$ cat src/rtl/fb_write_sequencer.sv
// Camera-side write sequencer for the double-buffered frame buffer: turns the pixel
// stream into buffer writes and issues the swap pulse only in VGA vertical blanking.
module fb_write_sequencer #(
  parameter int H_ACTIVE   = 640,
  parameter int V_ACTIVE   = 480,
  parameter int ADDR_WIDTH = 19
) (
  input  logic                  clk,
  input  logic                  rst_n,
  input  logic                  cam_sof,
  input  logic                  cam_valid,
  input  logic [15:0]           cam_rgb,
  input  logic                  cam_mask,
  input  logic                  vga_vblank,
  output logic [ADDR_WIDTH-1:0] write_addr,
  output logic [15:0]           write_rgb,
  output logic                  write_mask,
  output logic                  write_enable,
  output logic                  frame_done,
  output logic                  busy,
  output logic [7:0]            frames_written,
  output logic [7:0]            frames_dropped
);

  localparam logic [ADDR_WIDTH-1:0] LAST_PIX = ADDR_WIDTH'(H_ACTIVE * V_ACTIVE - 1);

  typedef enum logic [1:0] {IDLE, CAPTURE, WAIT_SWAP} state_t;

  state_t                r_state;
  logic [ADDR_WIDTH-1:0] r_pix_cnt;
  logic [ADDR_WIDTH-1:0] r_write_addr;
  logic [15:0]           r_write_rgb;
  logic                  r_write_mask;
  logic                  r_write_enable;
  logic                  r_frame_done;
  logic                  r_busy;
  logic [7:0]            r_frames_written;
  logic [7:0]            r_frames_dropped;

  always_ff @(posedge clk) begin
    if (!rst_n) begin
      r_state          <= IDLE;
      r_pix_cnt        <= '0;
      r_write_addr     <= '0;
      r_write_rgb      <= '0;
      r_write_mask     <= 1'b0;
      r_write_enable   <= 1'b0;
      r_frame_done     <= 1'b0;
      r_busy           <= 1'b0;
      r_frames_written <= '0;
      r_frames_dropped <= '0;
    end else begin
      r_write_enable <= 1'b0;
      r_frame_done   <= 1'b0;
      case (r_state)
        IDLE: begin
          r_busy <= cam_sof;
          if (cam_sof) begin
            r_pix_cnt <= '0;
            r_state   <= CAPTURE;
          end
        end
        CAPTURE: begin
          r_busy <= 1'b1;
          // A new sof inside a frame means the previous one came up short.
          if (cam_sof) begin
            r_frames_dropped <= r_frames_dropped + 8'd1;
            r_pix_cnt        <= '0;
          end else if (cam_valid) begin
            r_write_addr   <= r_pix_cnt;
            r_write_rgb    <= cam_rgb;
            r_write_mask   <= cam_mask;
            r_write_enable <= 1'b1;
            if (r_pix_cnt == LAST_PIX) begin
              r_state <= WAIT_SWAP;
            end else begin
              r_pix_cnt <= r_pix_cnt + 1'b1;
            end
          end
        end
        WAIT_SWAP: begin
          // busy stays high through the frame_done cycle and drops one cycle later.
          r_busy <= 1'b1;
          if (cam_sof) begin
            r_frames_dropped <= r_frames_dropped + 8'd1;
          end
          if (vga_vblank) begin
            r_frame_done     <= 1'b1;
            r_frames_written <= r_frames_written + 8'd1;
            r_state          <= IDLE;
          end
        end
        default: begin
          r_state <= IDLE;
          r_busy  <= 1'b0;
        end
      endcase
    end
  end

  assign write_addr     = r_write_addr;
  assign write_rgb      = r_write_rgb;
  assign write_mask     = r_write_mask;
  assign write_enable   = r_write_enable;
  assign frame_done     = r_frame_done;
  assign busy           = r_busy;
  assign frames_written = r_frames_written;
  assign frames_dropped = r_frames_dropped;

endmodule
$ cat config.mk
export PLATFORM = sky130hd
export DESIGN_NAME = fb_write_sequencer
export DESIGN_NICKNAME = d
export VERILOG_FILES = /design/src/rtl/fb_write_sequencer.sv
export SDC_FILE = /design/constraint.sdc
export NUM_CORES = 1
export LEC_CHECK = 0
export ABC_AREA = 0
export BUFFER_PORTS_ARGS = -buffer_cell sky130_fd_sc_hd__clkbuf_2
export CAP_MARGIN = 20
export CORE_MARGIN = 3
export CORE_UTILIZATION = 34
export CTS_BUF_LIST = sky130_fd_sc_hd__clkbuf_8
export DETAILED_ROUTE_END_ITERATION = 6
export GPL_ROUTABILITY_DRIVEN = 0
export PLACE_DENSITY = 0.51
export SLEW_MARGIN = 20
export SYNTH_ARGS = -nofsm -noshare
export SYNTH_HDL_FRONTEND = slang
export SYNTH_SLANG_ARGS = --single-unit
$ cat constraint.sdc
create_clock -name clk -period 4.2 [get_ports clk]
set_clock_uncertainty 0.15 [all_clocks]
set_input_delay 0.63 -clock clk [delete_from_list [all_inputs] [get_ports clk]]
set_output_delay 0.63 -clock clk [all_outputs]
set_load 0.02 [all_outputs]
# Yosys cells after proc, flatten, opt, wreduce, memory -nomap -nowiden
# Index checks and enable logic that the tools add are counted.
totals:
  reg_bits: 76
  latchBits: 0
  ramBits: 0
  output_inout_bits: 55
  wordCells: 50
  romBits: 0
  memories: 0
classes:
  n_mul: 0
  order_cmp: 0
  n_shift: 0
  bitwise_logic: 3
  n_eq_ne: 10
  add_sub_neg: 3
  muxes: 14
  div: 0
  n_reduce_logical: 10
ops:
  columns: ["cell", "count"]
  rows:
  - ["$mux W19", 4]
  - ["$pmux W19 S2", 1]
  - ["$add A19 B1 Y19 const B", 1]
  - ["$eq A19 B19 Y1 const B", 1]
  - ["$add A8 B1 Y8 const B", 2]
  - ["$mux W2", 5]
  - ["$ne A2 B2 Y1 const B", 5]
  - ["$ne A3 B3 Y1 const B", 2]
  - ["$pmux W2 S3", 1]
  - ["$reduce_and A2 Y1", 3]
  - ["$reduce_and A5 Y1", 1]
  - ["$reduce_and A4 Y1", 1]
  - ["$not A1 Y1", 3]
  - ["$reduce_and A3 Y1", 1]
  - ["$reduce_or A3 Y1", 1]
  - ["$eq A2 B1 Y1 const B", 1]
  - ["$eq A2 B2 Y1 const B", 1]
  - ["$logic_not A2 Y1", 1]
  - ["$mux W1", 2]
  - ["$pmux W1 S2", 1]
  - ["$reduce_bool A2 Y1", 1]
  - ["$reduce_or A2 Y1", 1]

# Longest topological paths before layout
logic_depth:
  ltp_word: 5
  depth_mapped: 9
  mapped_depth_nobuf: 7

# Worst setup path after synthesis
# No wires, ideal clock.
synth_timing:
  path_kind: "reg-to-reg"
  startpoint: "reg r_pix_cnt[0]"
  endpoint: "reg r_pix_cnt[18]"
  required_time_ns: 3.926
  setup_slack_ns: 2.124
  setup_time_ns: 0.124
  arrival_ns: 1.802
  synth_period_minus_slack_ns: 2.076
  stages_incl_launch_ff: 7
  path_cell_list: "dfxtp_1 -> ha_1 -> nand2_1 -> or4_4 -> o211ai_2 -> buf_2 -> o32ai_1"
synth_via:
  elab_chain_len: 5
synth_rtl:
  columns: ["element", "line", "rtl"]
  rows:
  - ["start, declared", "30", "logic [ADDR_WIDTH-1:0] r_pix_cnt;"]
  - ["start signal, assigned", "77", "r_pix_cnt <= r_pix_cnt + 1'b1;"]
  - ["$add A19 B1 Y19", "77", null]
  - ["$mux W19", "74", "if (r_pix_cnt == LAST_PIX) begin"]
  - ["$mux W19", "69", "end else if (cam_valid) begin"]
  - ["$mux W19", "66", "if (cam_sof) begin"]
  - ["$pmux W19 S2", "55", "case (r_state)"]
# Parallel ways exist; a longest one is shown, timed or not. The select of a mux whose other input is x is not followed.
# A chain may end at the register's enable or synchronous reset.

# Worst setup path in the final report
layout_timing:
  startpoint: "reg r_state[0]"
  endpoint: "reg r_pix_cnt[7]"
layout_via:
  elab_chain_len: 3
layout_rtl:
  columns: ["element", "line", "rtl"]
  rows:
  - ["start, declared", "29", "state_t r_state;"]
  - ["start signal, assigned", "42", "r_state <= IDLE;"]
  - ["start signal, assigned", "60", "r_state <= CAPTURE;"]
  - ["start signal, assigned", "75", "r_state <= WAIT_SWAP;"]
  - ["$eq A2 B1 Y1 or $logic_not A2 Y1 (tied branches)", "55", null]
  - ["$ne A3 B3 Y1 (no source line), or another cell as far along", null, null]
  - ["$reduce_and A4 Y1 (no source line)", null, null]
# Parallel ways exist; a longest one is shown, timed or not.

==> flow_summary.yaml <==
timing:
  period_minus_slack_ns: 2.725
  setup_violations: 0
  worst_pin_slew_ns: 0.8114
  max-slew-margin-rel_pct: 45.91
  slew_viol_final: 0
  finalHoldViolCount: 0
  fin_crit_sh_pct: 64.88
  rsz0062_at_grt: "no"
  fin_hold_ws_ns: 0.3165
  setup_tns_ns: 0
  timing.fmax_ghz: 0.3670
cts:
  post_cts_resized: 0
  cts_buffer_depth: 2
  cts_tree: "done"
  clk_pin_slew_worst_paths_ns: 0.08
  root_buffer: "clkbuf_8"
  clock_sinks: 76
  h-tree-depth: 3
  cts_made_buffers: 9
  clk_latency_ns: 0.35
  cts_setup_buffers: 0
  ctsHoldBuffers: 0
global_routing:
  grt_max_degree: 50
  grt_pass1_wl_mm: 13.50
  grt_overflow: 0
  antenna_found_initial: 0
  grt_usage_pct: 14.59
  grt_pass1_vias: 2807
routing:
  dr.pass1.iters: 4
  vias: 2965
  ant_nets: 0
  routed_wl_mm: 7.853
  drc_errors: 0
  drtIter0Drc: 97
  vias_per_cell: 4.925
  wl_per_cell_um: 13.04
setup_path:
  start_kind: "register"
  slowest_stage: "nor2b_1"
  end_kind: "register"
  cp_cell_sequence: "ha_1 -> nor2b_1 -> o211ai_2 -> or4_1 -> a21boi_1"
  required_ns: 4.33
  crit_fanout: 16
  crit_path_max_incr_delay_ns: 0.59
  cp_data_arrival_time_ns: 2.85
  path_buf_inv: 0
  critPathKind: "reg2reg"
  path_delay_family: "simple AND/OR/NAND/NOR gates"
logic_synthesis:
  synth.avg_cell_area_um2: 8.514
  ys_seq_elements: 76
  yosysUniqueCellTypes: 47
  netlist_area_um2: 3406
  synth.area.top_cells: "dfxtp_1 (45%), nand2_1 (10%), a21boi_0 (9.0%)"
  synth.net_count: 429
  ys_seq_area_share_pct: 44.67
  yosys.area.top_type_share_pct: 44.67
  yosysTopAreaCell: "dfxtp_1"
  yosys_warnings: 0
  synth-edff-count: 0
  syn_inst: 400
  async_reset_ff_share_pct: 0
  yosys_most_used_dff: "dfxtp_1"
pwr:
  power_frac_comb_pct: 8.5
  power.density_nw_per_um2: 349.0
  p_seq_share_pct: 51.7
  p_leak_nw: 1.547
  clkPwrFrac_pct: 39.8
  switching_share_pct: 25.32
  p_switching_w: 0.0003600
  power.internal_w: 0.001062
  ir_worst_vdd_uv: 220.9
min_path:
  hp-class: "reg2reg"
floorplan:
  core_area_um2: 9503
  rows: 35
  fp.dieArea_um2: 11250
  die-width_um: 106.1
  start_util_pct: 35.84
  io_pins: 77
  dieHeight_um: 106.1
finish:
  drive_above_1_share_pct: 21.78
  syn_to_final_growth_pct: 19.62
  diodes: 0
  regArea_um2: 1521
  fill_cells: 1031
  multi_input_area_um2: 1763
  fin_nets: 497
placed_design:
  portBuffers: 76
  dp_hpwl_mm: 5.324
outcome:
  outcome: "completed"
flow_run:
  drv_cap: 0
## cells in the final DEF (no fill, tap or decap), types with 2 or more instances in the layout
cell type,netlist,routed
nand2_1,92,92
dfxtp_1,76,76
clkbuf_2,0,76
a21boi_0,41,41
nand3_1,18,18
and2_1,12,12
nor2_1,12,12
xnor2_1,11,11
o21ai_1,11,11
clkbuf_8,0,10
a21oi_1,9,9
inv_1,7,7
or3_1,7,7
a21boi_1,7,7
ha_1,7,7
nand4_1,6,6
nor2b_1,5,5
and3_1,5,5
o22ai_1,5,5
nand2b_1,4,4
o211ai_1,4,4
a31oi_1,4,4
o21ai_0,3,3
nand3b_1,3,3
nor3_1,3,3
clkinv_2,0,3
buf_4,0,3
o32ai_1,2,2
nor4_1,2,2
nand4b_1,2,2
o21a_1,2,2
or4_1,2,2
## worst paths after layout
| path | startpoint | endpoint | slack, ns | depth (start not counted) |
|---|---|---|---|---|
| setup / recovery | r_state[0] | r_pix_cnt[7] | 1.48 | 5 |
| hold / removal | write_rgb[4] | write_rgb[4] | 0.32 | 2 |
| setup reg to reg | r_state[0] | r_pix_cnt[7] | 1.48 | 5 |
| hold reg to reg | write_rgb[4] | write_rgb[4] | 0.32 | 2 |
## worst register-to-register path, cell delays in order (launching register included)
cell	delay (ns)
dfxtp_1	0.41
ha_1	0.32
nor2b_1	0.59
o211ai_2	0.47
or4_1	0.58
a21boi_1	0.14
## synth_stat cells (2+ instances only)
cell type	number
a21boi_1	7
o21a_1	2
o21ai_1	11
and3_1	5
nor2b_1	5
nand4_1	6
buf_2	4
o22ai_1	5
and2_1	12
or4_1	2
a21oi_1	9
inv_1	7
o21ai_0	3
nor4_1	2
o32ai_1	2
nand3_1	18
o211ai_1	4
clkbuf_1	17
or3_1	7
nand2b_1	4
dfxtp_1	76
nand3b_1	3
a31oi_1	4
xnor2_1	11
ha_1	7
nor3_1	3
a21boi_0	41
nor2_1	12
nand4b_1	2
nand2_1	92
## per-stage QoR
step	instance area, um2	setup WS, ns	std cells	power [W]	utilization (%)
after CTS	4074	1.462	602	0.001448	42.87
after global placement	3875	1.500	586	0.0008743	40.78
after global routing	4074	1.194	602	0.001489	42.87
after floorplan	3406	2.124	400	0.0008388	-
final	4074	1.475	602	0.001422	42.87
after detailed placement	3875	1.429	586	0.0008759	40.78
## final cells by class
cell class | count | area share, %
timing repair buffer | 79 | 9.889
multi-input combinational | 295 | 43.27
inverter | 7 | 0.6450
sequential | 76 | 37.35
clock buffer | 10 | 3.378
clock inverter | 6 | 1.505
tap | 129 | 3.962
## sequential cells by signal, indices dropped and copies added, names as in the netlist
register and cells:
frames_written 8, busy 1, write_mask 1, write_addr 19
frames_dropped 8, write_enable 1, r_pix_cnt 19, frame_done 1
write_rgb 16, r_state 2
## cell families (layout without fill, tap and decap cells)
family	Yosys count	in the layout	share of synthesized area, %
AOI/OAI and AO/OA	95	95	19.69
xor gates and xnor gates	11	11	2.829
adders and majority gates	7	7	2.572
buffers and inverters	29	102	3.564
DFF	76	76	44.67
and+or+nand+nor	182	182	26.67
## layer usage
layer | wire, um | share of wire, % | GRT usage (%) | up-vias
li1 | - | - | - | 1523
met4 | 102 | 1.3 | 4.903 | 0
met1 | 3796 | 48 | 18.23 | 1374
met3 | 403 | 5.1 | 4.311 | 8
met5 | 0 | 0 | 0 | -
met2 | 3551 | 45 | 24.04 | 60
## power groups by stage
| stage | combinational [W] | sequential (W) | clock (W) |
|---|---|---|---|
| 2_1_floorplan | 0.0000779 | 0.000761 | 0 |
| 3_3_place_gp | 0.000122 | 0.000752 | 0 |
| 3_5_place_dp | 0.000123 | 0.000753 | 0 |
| 4_1_cts | 0.000124 | 0.000736 | 0.000589 |
| 5_1_grt | 0.000136 | 0.000737 | 0.000616 |
| 6_report | 0.000121 | 0.000736 | 0.000565 |
Note: power is estimated with default switching activity, not from simulation.
